--- config.mk ---
export PLATFORM = sky130hd
export DESIGN_NAME = ddr_refresh_scheduler_flat
export DESIGN_NICKNAME = d
export VERILOG_FILES = /design/src/rtl/ddr_refresh_scheduler_pkg.sv /design/src/rtl/ddr_refresh_scheduler_if.sv /design/src/rtl/ddr_refresh_scheduler_refi_timer.sv /design/src/rtl/ddr_refresh_scheduler.sv /design/src/flat_wrapper.sv
export SDC_FILE = /design/constraint.sdc
export NUM_CORES = 1
export LEC_CHECK = 0
export ABC_AREA = 1
export CORE_ASPECT_RATIO = 1.4
export CORE_MARGIN = 3
export CORE_UTILIZATION = 35
export CTS_CLUSTER_SIZE = 40
export DETAILED_ROUTE_END_ITERATION = 8
export SYNTH_ARGS = -nofsm -noshare
export SYNTH_HDL_FRONTEND = slang
export SYNTH_SLANG_ARGS = --single-unit
export TNS_END_PERCENT = 30
--- constraint.sdc ---
create_clock -name CK_t -period 2.95 [get_ports CK_t]
set_clock_uncertainty 0.15 [all_clocks]
set_input_delay 0.59 -clock CK_t [delete_from_list [all_inputs] [get_ports CK_t]]
set_output_delay 0.59 -clock CK_t [all_outputs]
set_load 0.05 [all_outputs]
--- src/rtl/ddr_refresh_scheduler_pkg.sv ---
// Shared types and default timing for the DDR4 auto-refresh scheduler.
// Timing defaults are CK_t cycles at 1.25 ns.
package ddr_refresh_scheduler_pkg;

    typedef enum logic [2:0] {
        IDLE     = 3'd0,
        DRAIN    = 3'd1,
        PREA     = 3'd2,
        WAIT_RP  = 3'd3,
        REF      = 3'd4,
        WAIT_RFC = 3'd5
    } ref_state_e;

    typedef enum logic [1:0] {
        CMD_NOP  = 2'd0,
        CMD_PREA = 2'd1,
        CMD_REF  = 2'd2
    } ref_cmd_e;

    localparam int unsigned DEF_T_REFI       = 6240;
    localparam int unsigned DEF_T_RFC        = 280;
    localparam int unsigned DEF_T_RP         = 14;
    localparam int unsigned DEF_MAX_POSTPONE = 8;
    localparam int unsigned DEF_CNT_W        = 16;

endpackage

--- src/rtl/ddr_refresh_scheduler_if.sv ---
// Command-path handshake between the refresh scheduler (master) and the
// arbiter / command bus side (slave).
interface ddr_refresh_scheduler_if;
    import ddr_refresh_scheduler_pkg::*;

    logic     ctrl_idle;
    logic     banks_open;
    logic     block_cmd;
    logic     cmd_valid;
    ref_cmd_e cmd_type;
    logic     cmd_ack;

    modport master (
        input  ctrl_idle,
        input  banks_open,
        input  cmd_ack,
        output block_cmd,
        output cmd_valid,
        output cmd_type
    );

    modport slave (
        output ctrl_idle,
        output banks_open,
        output cmd_ack,
        input  block_cmd,
        input  cmd_valid,
        input  cmd_type
    );

endinterface

--- src/rtl/ddr_refresh_scheduler_refi_timer.sv ---
// tREFI interval counter: one-cycle tick on the last cycle of each interval,
// held at zero while disabled.
module refi_timer
    import ddr_refresh_scheduler_pkg::*;
#(
    parameter int unsigned T_REFI = DEF_T_REFI,
    parameter int unsigned CNT_W  = DEF_CNT_W
) (
    input  logic CK_t,
    input  logic reset,
    input  logic en,
    output logic tick
);

    localparam logic [CNT_W-1:0] LAST = CNT_W'(T_REFI - 1);

    logic [CNT_W-1:0] cnt_q;
    logic [CNT_W-1:0] cnt_d;

    always_comb begin
        tick = en && (cnt_q == LAST);
        if (!en || tick) begin
            cnt_d = '0;
        end else begin
            cnt_d = cnt_q + 1'b1;
        end
    end

    always_ff @(posedge CK_t or posedge reset) begin
        if (reset) begin
            cnt_q <= '0;
        end else begin
            cnt_q <= cnt_d;
        end
    end

endmodule

--- src/rtl/ddr_refresh_scheduler.sv ---
// DDR4 auto-refresh scheduler: tracks owed refreshes with postponement and
// sequences PREA/REF on the command path when the arbiter is idle or refresh is urgent.
module ddr_refresh_scheduler
    import ddr_refresh_scheduler_pkg::*;
#(
    parameter int unsigned T_REFI       = DEF_T_REFI,
    parameter int unsigned T_RFC        = DEF_T_RFC,
    parameter int unsigned T_RP         = DEF_T_RP,
    parameter int unsigned MAX_POSTPONE = DEF_MAX_POSTPONE,
    parameter int unsigned CNT_W        = DEF_CNT_W
) (
    input  logic                           CK_t,
    input  logic                           reset,
    input  logic                           init_done,
    ddr_refresh_scheduler_if.master        bus,
    output logic [3:0]                     refresh_owed,
    output logic                           urgent,
    output logic                           refresh_err
);

    localparam logic [3:0]       MAX_OWED = 4'(MAX_POSTPONE);
    localparam logic [CNT_W-1:0] CNT_ONE  = CNT_W'(1);
    // Wait counters are loaded on the ack cycle, so the ack itself is the first timed cycle.
    localparam logic [CNT_W-1:0] RP_LOAD  = CNT_W'(T_RP - 1);
    localparam logic [CNT_W-1:0] RFC_LOAD = CNT_W'(T_RFC - 1);

    logic             refi_tick;
    logic             rfc_last;

    ref_state_e       state_q, state_d;
    logic [CNT_W-1:0] cnt_q, cnt_d;
    logic [3:0]       owed_q, owed_d;
    logic             err_q, err_d;
    logic             urgent_q, urgent_d;
    logic             block_q, block_d;
    logic             valid_q, valid_d;
    ref_cmd_e         type_q, type_d;

    refi_timer #(
        .T_REFI (T_REFI),
        .CNT_W  (CNT_W)
    ) u_refi_timer (
        .CK_t  (CK_t),
        .reset (reset),
        .en    (init_done),
        .tick  (refi_tick)
    );

    // Owed-refresh bookkeeping; a tick and a completion in the same cycle cancel.
    always_comb begin
        rfc_last = (state_q == WAIT_RFC) && (cnt_q <= CNT_ONE);
        owed_d   = owed_q;
        err_d    = err_q;
        if (refi_tick && !rfc_last) begin
            if (owed_q == MAX_OWED) begin
                err_d = 1'b1;
            end else begin
                owed_d = owed_q + 4'd1;
            end
        end else if (rfc_last && !refi_tick && (owed_q != '0)) begin
            owed_d = owed_q - 4'd1;
        end
        urgent_d = (owed_d == MAX_OWED);
    end

    // Next-state uses owed_d so a fresh tick is acted on without an extra cycle.
    always_comb begin
        state_d = state_q;
        cnt_d   = cnt_q;
        unique case (state_q)
            IDLE: begin
                if (init_done && (owed_d != '0) && (bus.ctrl_idle || urgent_q)) begin
                    state_d = DRAIN;
                end
            end
            DRAIN: begin
                if (bus.ctrl_idle) begin
                    state_d = bus.banks_open ? PREA : REF;
                end
            end
            PREA: begin
                if (bus.cmd_ack) begin
                    state_d = WAIT_RP;
                    cnt_d   = RP_LOAD;
                end
            end
            WAIT_RP: begin
                if (cnt_q <= CNT_ONE) begin
                    state_d = REF;
                    cnt_d   = '0;
                end else begin
                    cnt_d = cnt_q - 1'b1;
                end
            end
            REF: begin
                if (bus.cmd_ack) begin
                    state_d = WAIT_RFC;
                    cnt_d   = RFC_LOAD;
                end
            end
            WAIT_RFC: begin
                if (rfc_last) begin
                    cnt_d   = '0;
                    state_d = (init_done && (owed_d != '0) && bus.ctrl_idle) ? REF : IDLE;
                end else begin
                    cnt_d = cnt_q - 1'b1;
                end
            end
            default: begin
                state_d = IDLE;
                cnt_d   = '0;
            end
        endcase

        block_d = (state_d != IDLE);
        valid_d = (state_d == PREA) || (state_d == REF);
        if (state_d == PREA) begin
            type_d = CMD_PREA;
        end else if (state_d == REF) begin
            type_d = CMD_REF;
        end else begin
            type_d = CMD_NOP;
        end
    end

    always_ff @(posedge CK_t or posedge reset) begin
        if (reset) begin
            state_q  <= IDLE;
            cnt_q    <= '0;
            owed_q   <= '0;
            err_q    <= 1'b0;
            urgent_q <= 1'b0;
            block_q  <= 1'b0;
            valid_q  <= 1'b0;
            type_q   <= CMD_NOP;
        end else begin
            state_q  <= state_d;
            cnt_q    <= cnt_d;
            owed_q   <= owed_d;
            err_q    <= err_d;
            urgent_q <= urgent_d;
            block_q  <= block_d;
            valid_q  <= valid_d;
            type_q   <= type_d;
        end
    end

    assign bus.block_cmd = block_q;
    assign bus.cmd_valid = valid_q;
    assign bus.cmd_type  = type_q;
    assign refresh_owed  = owed_q;
    assign urgent        = urgent_q;
    assign refresh_err   = err_q;

endmodule

--- src/flat_wrapper.sv ---
// flat-port wrapper written by rule: the top's interface ports become plain ports
module ddr_refresh_scheduler_flat import ddr_refresh_scheduler_pkg::*;
#(
    parameter int unsigned T_REFI       = DEF_T_REFI,
    parameter int unsigned T_RFC        = DEF_T_RFC,
    parameter int unsigned T_RP         = DEF_T_RP,
    parameter int unsigned MAX_POSTPONE = DEF_MAX_POSTPONE,
    parameter int unsigned CNT_W        = DEF_CNT_W
)
  (CK_t, reset, init_done, refresh_owed, urgent, refresh_err, bus_ctrl_idle, bus_banks_open, bus_cmd_ack, bus_block_cmd, bus_cmd_valid, bus_cmd_type);
  ddr_refresh_scheduler_if bus_i ();
  input  logic CK_t;
  input  logic reset;
  input  logic init_done;
  output logic [3:0] refresh_owed;
  output logic urgent;
  output logic refresh_err;
  input wire logic [$bits(bus_i.ctrl_idle)-1:0] bus_ctrl_idle;
  input wire logic [$bits(bus_i.banks_open)-1:0] bus_banks_open;
  input wire logic [$bits(bus_i.cmd_ack)-1:0] bus_cmd_ack;
  output wire logic [$bits(bus_i.block_cmd)-1:0] bus_block_cmd;
  output wire logic [$bits(bus_i.cmd_valid)-1:0] bus_cmd_valid;
  output wire logic [$bits(bus_i.cmd_type)-1:0] bus_cmd_type;
  assign bus_i.ctrl_idle = bus_ctrl_idle;
  assign bus_i.banks_open = bus_banks_open;
  assign bus_i.cmd_ack = bus_cmd_ack;
  assign bus_block_cmd = bus_i.block_cmd;
  assign bus_cmd_valid = bus_i.cmd_valid;
  assign bus_cmd_type = bus_i.cmd_type;
  ddr_refresh_scheduler #(.T_REFI(T_REFI), .T_RFC(T_RFC), .T_RP(T_RP), .MAX_POSTPONE(MAX_POSTPONE), .CNT_W(CNT_W)) u_core (.CK_t(CK_t), .reset(reset), .init_done(init_done), .bus(bus_i), .refresh_owed(refresh_owed), .urgent(urgent), .refresh_err(refresh_err));
endmodule
# Word level (Yosys, flattened, before mapping)
# Cells that the tools add are included.
# totals
ff_bits	45
in_bits	6
output_inout_bits	10
word_cells	68
# classes
addsub	4
n_bitwise	1
muxes	20
order_cmp	1
reduce_logical	21
eq_ne	12
# ops
operator	n
2-to-1 mux 16 bit	5
one-hot mux 16 bit (5 select lines)	1
2-to-1 mux 3 bit	8
one-hot mux 3 bit (6 select lines)	1
adder 16 x 1 -> 16 bit, second input constant	1
equality test 16 x 13 -> 1 bit, second input constant	1
<= comparator 16 x 1 -> 1 bit, second input constant	1
subtractor 16 x 1 -> 16 bit, second input constant	1
2-to-1 mux 4 bit	3
equality test 3 x 2 -> 1 bit, second input constant	3
equality test 3 bit, second input constant	3
equality test 4 bit, second input constant	2
logical AND 1 bit	8
nonzero test 4 bit	2
adder 4 x 1 -> 4 bit, second input constant	1
2-to-1 mux 2 bit	2
!= test 2 bit, second input constant	2
subtractor 4 x 1 -> 4 bit, second input constant	1
equality test 3 x 1 -> 1 bit, second input constant	1
zero test 1 bit	3
zero test 3 bit	1
logical OR 1 bit	3
AND reduction 3 bit	1
nonzero test 3 bit	1
other kinds (3)	3

# Longest topological paths before layout
# Gate-level depths: netlist of run 1.
# logic_depth
word_depth	16
ltp_mapped	19

# Modules after synthesis
# From an unflattened synthesis of run 1, not the netlist that was laid out.
# unflattened
cells_unflattened	349
area_unflattened_um2	2735.1
# by_module_without_submodules
mod	n_inst	cells_each	seq_area_each_um2	area_per_inst_um2
ddr_refresh_scheduler	1	223	725.7	1793.0
refi_timer	1	126	400.4	942.2

# Least setup slack after synthesis of run 1
# Ideal clock, no wire load.
# synth_path
path_type	register to register
from	register u_core.owed_q[0] (netlist: u_core.refresh_owed[0])
to	register u_core.valid_q (netlist: u_core.bus.cmd_valid)
arrival_time_ns	2.108
path_slack_ns	0.573
setup_ns	0.119
path_buffers	0
stages_incl_launch_ff	18
synth_period_minus_slack_ns	2.377
cell_sequence	dfrtp_1 > inv_1 > ha_1 > inv_1 > nor2_1 > inv_1 > nor2_1 > inv_1 > nand3_4 > nand2_1 > nand2_1 > nand2_1 > nand2_2 > nor2_2 > nand2_2 > nand3_2 > nand2_2 > o21a_1
# synth_via
elab_chain_len	12
word_cells_on_any_way	19
cone_classes	add/sub: 2; eq/ne: 3; mux: 7; reduce/logical: 7
# synth_rtl
item	line_no	rtl
from (decl)	ddr_refresh_scheduler.sv:32	logic [3:0] owed_q, owed_d;
from (signal assigned)	ddr_refresh_scheduler.sv:139	owed_q <= owed_d;
branches (longest 3 deep; another with subtractor 4 x 1 -> 4 bit)	n/a	
2-to-1 mux 4 bit (*)	ddr_refresh_scheduler.sv:54	if (refi_tick && !rfc_last) begin
net u_core.owed_d[1]	ddr_refresh_scheduler.sv:32	
nonzero test 4 bit (*)	ddr_refresh_scheduler.sv:72, ddr_refresh_scheduler.sv:104	
logical AND 1 bit (*)	ddr_refresh_scheduler.sv:72, ddr_refresh_scheduler.sv:104	
logical AND 1 bit	ddr_refresh_scheduler.sv:104	state_d = (init_done && (owed_d != '0) && bus.ctrl_idle) ? REF : IDLE;
2-to-1 mux 3 bit	ddr_refresh_scheduler.sv:104	
2-to-1 mux 3 bit	ddr_refresh_scheduler.sv:102	if (rfc_last) begin
one-hot mux 3 bit (6 select lines) (*)	ddr_refresh_scheduler.sv:70	unique case (state_q)
net u_core.state_d[2]	ddr_refresh_scheduler.sv:30	ref_state_e state_q, state_d;
equality test 3 x 2 -> 1 bit / equality test 3 bit (equally long branches)	ddr_refresh_scheduler.sv:116	valid_d = (state_d == PREA) || (state_d == REF);
logical OR 1 bit (*)	ddr_refresh_scheduler.sv:116	
net u_core.valid_d	ddr_refresh_scheduler.sv:36	logic valid_q, valid_d;
to (signal assigned)	ddr_refresh_scheduler.sv:143	valid_q <= valid_d;
to (decl)	ddr_refresh_scheduler.sv:36	
# Mark *: on every way through the listed nets, which the timed path passes.
# A chain may end at the register's enable or synchronous reset.

# Worst setup path in the final report of run 1
# layout_path
from	register u_core.owed_q[2] (netlist: u_core.refresh_owed[2])
to	output refresh_owed[2]
# layout_rtl
item	line_no	rtl
to (decl)	flat_wrapper.sv:15	output logic [3:0] refresh_owed;
# No word-level cell between the ends.

==> impl_metrics.tcl, run 1 <==
set metrics [dict create \
    status "complete, no violations" \
    die_x_um 80.3 \
    drive_gt1_share_pct 15.9 \
    rrSetupSlack_ns 0.65 \
    crit_path_end_kind "output pin" \
    die_y_um 110 \
    cts_tree "yes" \
    htreeDepth 2 \
    numCtsBuffers 5 \
    setup_violations 0 \
    antenna_found_initial 0 \
    cts_setup_buffers 0 \
    ys_seq_area_share_pct 41.6 \
    hold_buffers 0 \
    final_cell_area_mm2 0.00308 \
    path_cells "clkdlybuf4s50_1" \
    hold_slack_ns 0.307 \
    synth.distinct_cells 32 \
    whs_endpoint "u_core.u_refi_timer.cnt_q[0]$_DFF_PP0_" \
    peakVddDrop_v 0.000274 \
    start_util_pct 36.3 \
    vias 2213 \
    start_kind "flop" \
    dr.pass1.iters 4 \
    grt-ovfl-total 0 \
    setup_ws_ns 0.579 \
    drt-wirelength-per-cell_um 11.9 \
    ys_warn_count 0 \
    ys_seq_elements 45 \
    clockBufferDepth 2 \
    cp_slowest_stage_delay_ns 0.86 \
    diodes 0 \
    cts_root_buffer "clkbuf_8" \
    use_met1_pct 14.8 \
    rows 37 \
    finalNonFillerCells 468 \
    whs_path_depth 1 \
    first_iter_violations 41 \
    port_buffers 15 \
    tns_ns 0 \
    min_from "u_core.u_refi_timer.cnt_q[0]$_DFF_PP0_" \
    gp_congestion 0.851 \
    io-pin-count 16 \
    synth_area_per_cell_um2 7.78 \
    grt_pass1_wl_mm 9.82 \
    placed_cells 461 \
    grt_pass1_vias 2273 \
    hpwl_mm 4.43 \
    groute.usage.overall_pct 14.0 \
    place_area_mm2 0.00300 \
    grt_max_degree 17 \
    critPathSlowestCell "clkdlybuf4s50_1" \
    place_ws_ns 0.286 \
    grt_setup_unrepaired "false" \
    drv_slew 0 \
    clock-sinks 45 \
    final.min_clock_period_ns 2.37 \
    slew_headroom_pct 64.0 \
    hold_path_class "flop to flop" \
    core_mm2 0.00745 \
    syn_to_final_growth_pct 13.9 \
    r2r_cells 16 \
    ant_nets 0 \
    arrival_ns 1.63 \
    r2r-start "u_core.cnt_q[0]$_DFFE_PP0P_" \
    synth_nets 359 \
    p_total_mw 2.71 \
    syn-cell-area_mm2 0.00271 \
    fin_crit_sh_pct 80.4 \
    wirelength_mm 5.55 \
    routed_via_density 4.73 \
    crit_family "buffers and inverters" \
    clock_latency_ns 0.29 \
    r2r-end "u_core.bus.cmd_valid$_DFF_PP0_" \
    final_cell_mix "nor2_1, nand2_1, dfrtp_1" \
    clk_pin_slew_ns 0.08 \
    cp_num_buf_inv 1 \
    hold_viol 0 \
    crit_type "flop to output pin" \
    fillers 765 \
    synth_cells 348 \
    dieArea_mm2 0.00884 \
    fmax_ghz 0.422 \
    drc_errors 0 \
    p_per_area_mw_per_mm2 878 \
    leakage_nw 1.42 \
    path_max_fanout 7 \
    worst_pin_slew_ns 0.527 \
    busiest_layer "met2" \
    met3_usage_pct 2.52 \
    fin_util_pct 41.3 \
    final_nets 382 \
    cts_resized 0 \
    crit_required_ns 2.21 \
    gr-usage-met2_pct 27.4 \
    maxCapViolations 0 \
]
==> Yosys cell counts <==
cell	n	share of area (%)
nand3_1	21	3.9
a31oi_1	2	0.46
nand4_1	6	1.4
buf_2	1	0.18
nand3_2	3	1.1
nor2b_1	1	0.23
nand2_2	13	3.0
nor4_1	5	1.2
nand3_4	3	1.9
clkbuf_1	2	0.28
dfrtp_1	45	42
a311oi_1	1	0.32
nor3b_1	7	1.9
xor2_1	11	3.6
o21ai_1	1	0.18
nand2_1	53	7.4
inv_2	14	1.9
a211oi_1	1	0.28
nor2_8	1	0.74
inv_1	44	6.1
a21oi_2	1	0.32
o21a_1	3	0.83
a2111oi_0	2	0.65
nor2_2	7	1.6
nor2_1	53	7.4
nor3_1	11	2.0
nor2_4	4	1.7
nor3_2	2	0.74
ha_1	5	2.3
o21ai_0	12	2.2
a21oi_1	11	2.0
o21bai_1	2	0.55
==> power by group <==
part	switching, mW	internal (mW)
clock network	0.198	0.186
logic	0.968	0.484
registers	0.119	0.751
==> how the worst max path moves through the flow <==
| stage | from | end | cells past startpoint |
|---|---|---|---|
| floorplan | u_core.refresh_owed[0]$_DFF_PP0_ | u_core.bus.cmd_valid$_DFF_PP0_ | 17 |
| global placement | init_done | u_core.bus.cmd_valid$_DFF_PP0_ | 11 |
| detailed placement | init_done | u_core.bus.cmd_valid$_DFF_PP0_ | 11 |
| finish | u_core.refresh_owed[2]$_DFF_PP0_ | refresh_owed[2] | 1 |
| CTS | u_core.refresh_owed[2]$_DFF_PP0_ | refresh_owed[2] | 1 |
| global route | u_core.cnt_q[0]$_DFFE_PP0P_ | u_core.bus.cmd_valid$_DFF_PP0_ | 16 |
==> layer usage <==
| layer | up-vias | wire, µm |
|---|---|---|
| li1 | 1154 | - |
| met1 | 1028 | 2330 |
| met2 | 19 | 3000 |
| met3 | 12 | 123 |
| met4 | 0 | 106 |
| met5 | - | 0 |
==> registers in the layout, summed over array words and instances, names as in the netlist <==
| signal | count |
|---|---|
| u_core.bus.block_cmd | 1 |
| u_core.bus.cmd_type | 2 |
| u_core.bus.cmd_valid | 1 |
| u_core.cnt_q | 16 |
| u_core.refresh_err | 1 |
| u_core.refresh_owed | 4 |
| u_core.state_q | 3 |
| u_core.u_refi_timer.cnt_q | 16 |
| u_core.urgent | 1 |
==> kinds of logic (layout without fill, tap and decap cells) <==
family          Yosys count  in the layout  synth area share [%]
fa+ha+maj                 5              5                  2.31
xor+xnor                 11             11                  3.56
compound gates           36             36                  7.86
flops                    45             45                  41.6
buf+inv                  61             84                  8.51
simple gates            190            190                  36.2
==> final cells by class <==
class | instances | area (µm²) | area share, %
multi-input cells | 242 | 1350 | 43.8
flip-flops and latches | 45 | 1130 | 36.5
inverters | 58 | 218 | 7.06
repair buffers | 19 | 180 | 5.85
well taps | 97 | 121 | 3.94
clock buffers | 7 | 86.3 | 2.80
Note: power is estimated with default switching activity, not from simulation.
==> inputs of run 2 (changes only) <==
clock period = 2 ns   (was 2.95 ns; I/O delays follow)
==> run 2 against run 1 <==
  * Via count rose by 15%
  * Non-clock buffer count grew 78
  * Cell area grew 24%
  * Global-route usage is 1.6 points higher
  * Clock power increased by 84%
  * Count of clock-buffer cells in the layout decreased by 2
  * Setup slack got worse by 0.73 ns
  * Largest power group unchanged
  * The flow now finishes with violations (setup timing)
  * Critical endpoint is now u_core.bus.cmd_valid$_DFF_PP0_
  * Flip-flop and latch count stayed put
==> impl_metrics.tcl, run 2 (synthesis results as in run 1) <==
set metrics [dict create \
    path_cells "inv_2, ha_4, nand2_4, nand2_4, nand4_1, nor2_2, nand3_1, nand2_1, nand2_2, nand2_2, nor2_2, nand2_2, nand3_2, nand2_2, inv_2, o21a_1" \
    setup_violations 9 \
    hold_viol 0 \
    cp_num_buf_inv 2 \
    crit_type "flop to flop" \
    p_per_area_mw_per_mm2 1260 \
    syn_to_final_growth_pct 41.7 \
    drive_gt1_share_pct 40.7 \
    groute.usage.overall_pct 15.6 \
    cp_slowest_stage_delay_ns 0.44 \
    grt_max_degree 46 \
    grt_pass1_wl_mm 10.8 \
    grt-ovfl-total 0 \
    rrSetupSlack_ns -0.15 \
    io-pin-count 16 \
    vias 2547 \
    dieArea_mm2 0.00884 \
    diodes 0 \
    drt-wirelength-per-cell_um 11.9 \
    drc_errors 0 \
    setup_ws_ns -0.148 \
    arrival_ns 2.20 \
    final.min_clock_period_ns 2.15 \
    die_y_um 110 \
    gp_congestion 0.839 \
    grt_pass1_vias 2556 \
    numCtsBuffers 5 \
    grt_setup_unrepaired "true" \
    cts_tree "yes" \
    start_kind "flop" \
    fmax_ghz 0.466 \
    clockBufferDepth 2 \
    tns_ns -0.716 \
    worst_pin_slew_ns 0.357 \
    slew_headroom_pct 75.6 \
    crit_top_cell "nand2_2" \
    wirelength_mm 6.53 \
    routed_via_density 4.66 \
    hold_path_class "input pin to asynchronous set/reset pin" \
    path_max_fanout 3 \
    start_util_pct 36.3 \
    port_buffers 15 \
    final_nets 460 \
    final_cell_area_mm2 0.00384 \
    clock_latency_ns 0.31 \
    r2r_cells 16 \
    violations "setup timing" \
    leakage_nw 1.87 \
    hpwl_mm 4.96 \
    fin_util_pct 51.5 \
    antenna_found_initial 0 \
    maxCapViolations 0 \
    fin_crit_sh_pct 107 \
    status "finished with violations" \
    rows 37 \
    crit_family "simple AND/OR/NAND/NOR gates" \
    crit_required_ns 2.06 \
    first_iter_violations 45 \
    critPathSlowestCell "dfrtp_1" \
    die_x_um 80.3 \
    final_cell_mix "buf_4, nand2_1, nor2_1" \
    clk_pin_slew_ns 0.09 \
    place_ws_ns -0.292 \
    r2r-start "u_core.cnt_q[0]$_DFFE_PP0P_" \
    r2r-end "u_core.bus.cmd_valid$_DFF_PP0_" \
    p_total_mw 4.83 \
    core_mm2 0.00745 \
    clock-sinks 45 \
    dr.pass1.iters 4 \
    crit_path_end_kind "flop" \
    htreeDepth 2 \
    drv_slew 0 \
    mostFrequentLayoutCell "buf_4" \
    peakVddDrop_v 0.000678 \
    place_area_mm2 0.00351 \
    cts_root_buffer "clkbuf_8" \
    ant_nets 0 \
]
## run 2: changes by cell type in the layout (fill, tap and decap cells not counted), sizes merged
cell	previous run	this run
clkinvlp	0	1
clkdlybuf4s50	15	5
clkbuf	7	5
buf	4	92
bufinv	0	1
clkinv	0	1
## run 2: report_power, final
part           internal, mW  switching, mW  total (mW)
sequential             1.11          0.134        1.24
combinational          1.17           1.71        2.88
clock                 0.374          0.331       0.705
## run 2: area by class of cell
cell class	count	area, µm²
Timing Repair Buffer	97	753
Inverter	58	218
Clock inverter	3	46.3
Multi-Input combinational cell	242	1500
Clock buffer	5	68.8
Tap cell	97	121
Fill cell	708	3620
Sequential cell	45	1130
## run 2: worst max path at each step
| stage | endpoint | slack [ns] | cells past startpoint | startpoint |
|---|---|---|---|---|
| global placement | u_core.urgent$_DFF_PP0_ | -0.26 | 8 | init_done |
| floorplan | u_core.bus.cmd_valid$_DFF_PP0_ | -0.14 | 17 | u_core.refresh_owed[0]$_DFF_PP0_ |
| CTS | u_core.bus.cmd_valid$_DFF_PP0_ | -0.16 | 16 | u_core.cnt_q[1]$_DFFE_PP0P_ |
| finish | u_core.bus.cmd_valid$_DFF_PP0_ | -0.15 | 16 | u_core.cnt_q[0]$_DFFE_PP0P_ |
| global route | u_core.bus.cmd_valid$_DFF_PP0_ | -0.33 | 18 | u_core.refresh_owed[0]$_DFF_PP0_ |
| detailed placement | u_core.bus.cmd_type[1]$_DFF_PP0_ | -0.29 | 13 | init_done |
## run 2: worst register-to-register path: cells and delay by family (launching register included)
| family | cells | cell delay, ns |
|---|---|---|
| adders and majority gates | 1 | 0.15 |
| buffers and inverters | 2 | 0.16 |
| DFF | 1 | 0.44 |
| and+or+nand+nor | 12 | 1.08 |
| AOI/OAI and AO/OA | 1 | 0.09 |
## run 2: through the flow
stage,std cells,hold WS [ns]
after floorplan,348,0.283
after global placement,530,0.313
after detailed placement,530,0.326
after CTS,541,0.294
after global routing,547,0.318
final,547,0.285
## run 2: metal layers
metal | vias up | track usage, % | wire (µm)
li1 | 1317 | - | -
met1 | 1197 | 16.7 | 2540
met2 | 23 | 30.6 | 3730
met3 | 10 | 2.20 | 116
met4 | 0 | 5.31 | 134
met5 | - | 0 | 0
## run 2: timing repair
action                                  CTS  global route
endpoints found under the setup margin   21            22
hold buffers                              0             0
setup buffers                             3             6
pin swaps                                 9             5
resized for setup                        18            21
endpoints found under the hold margin     0             0
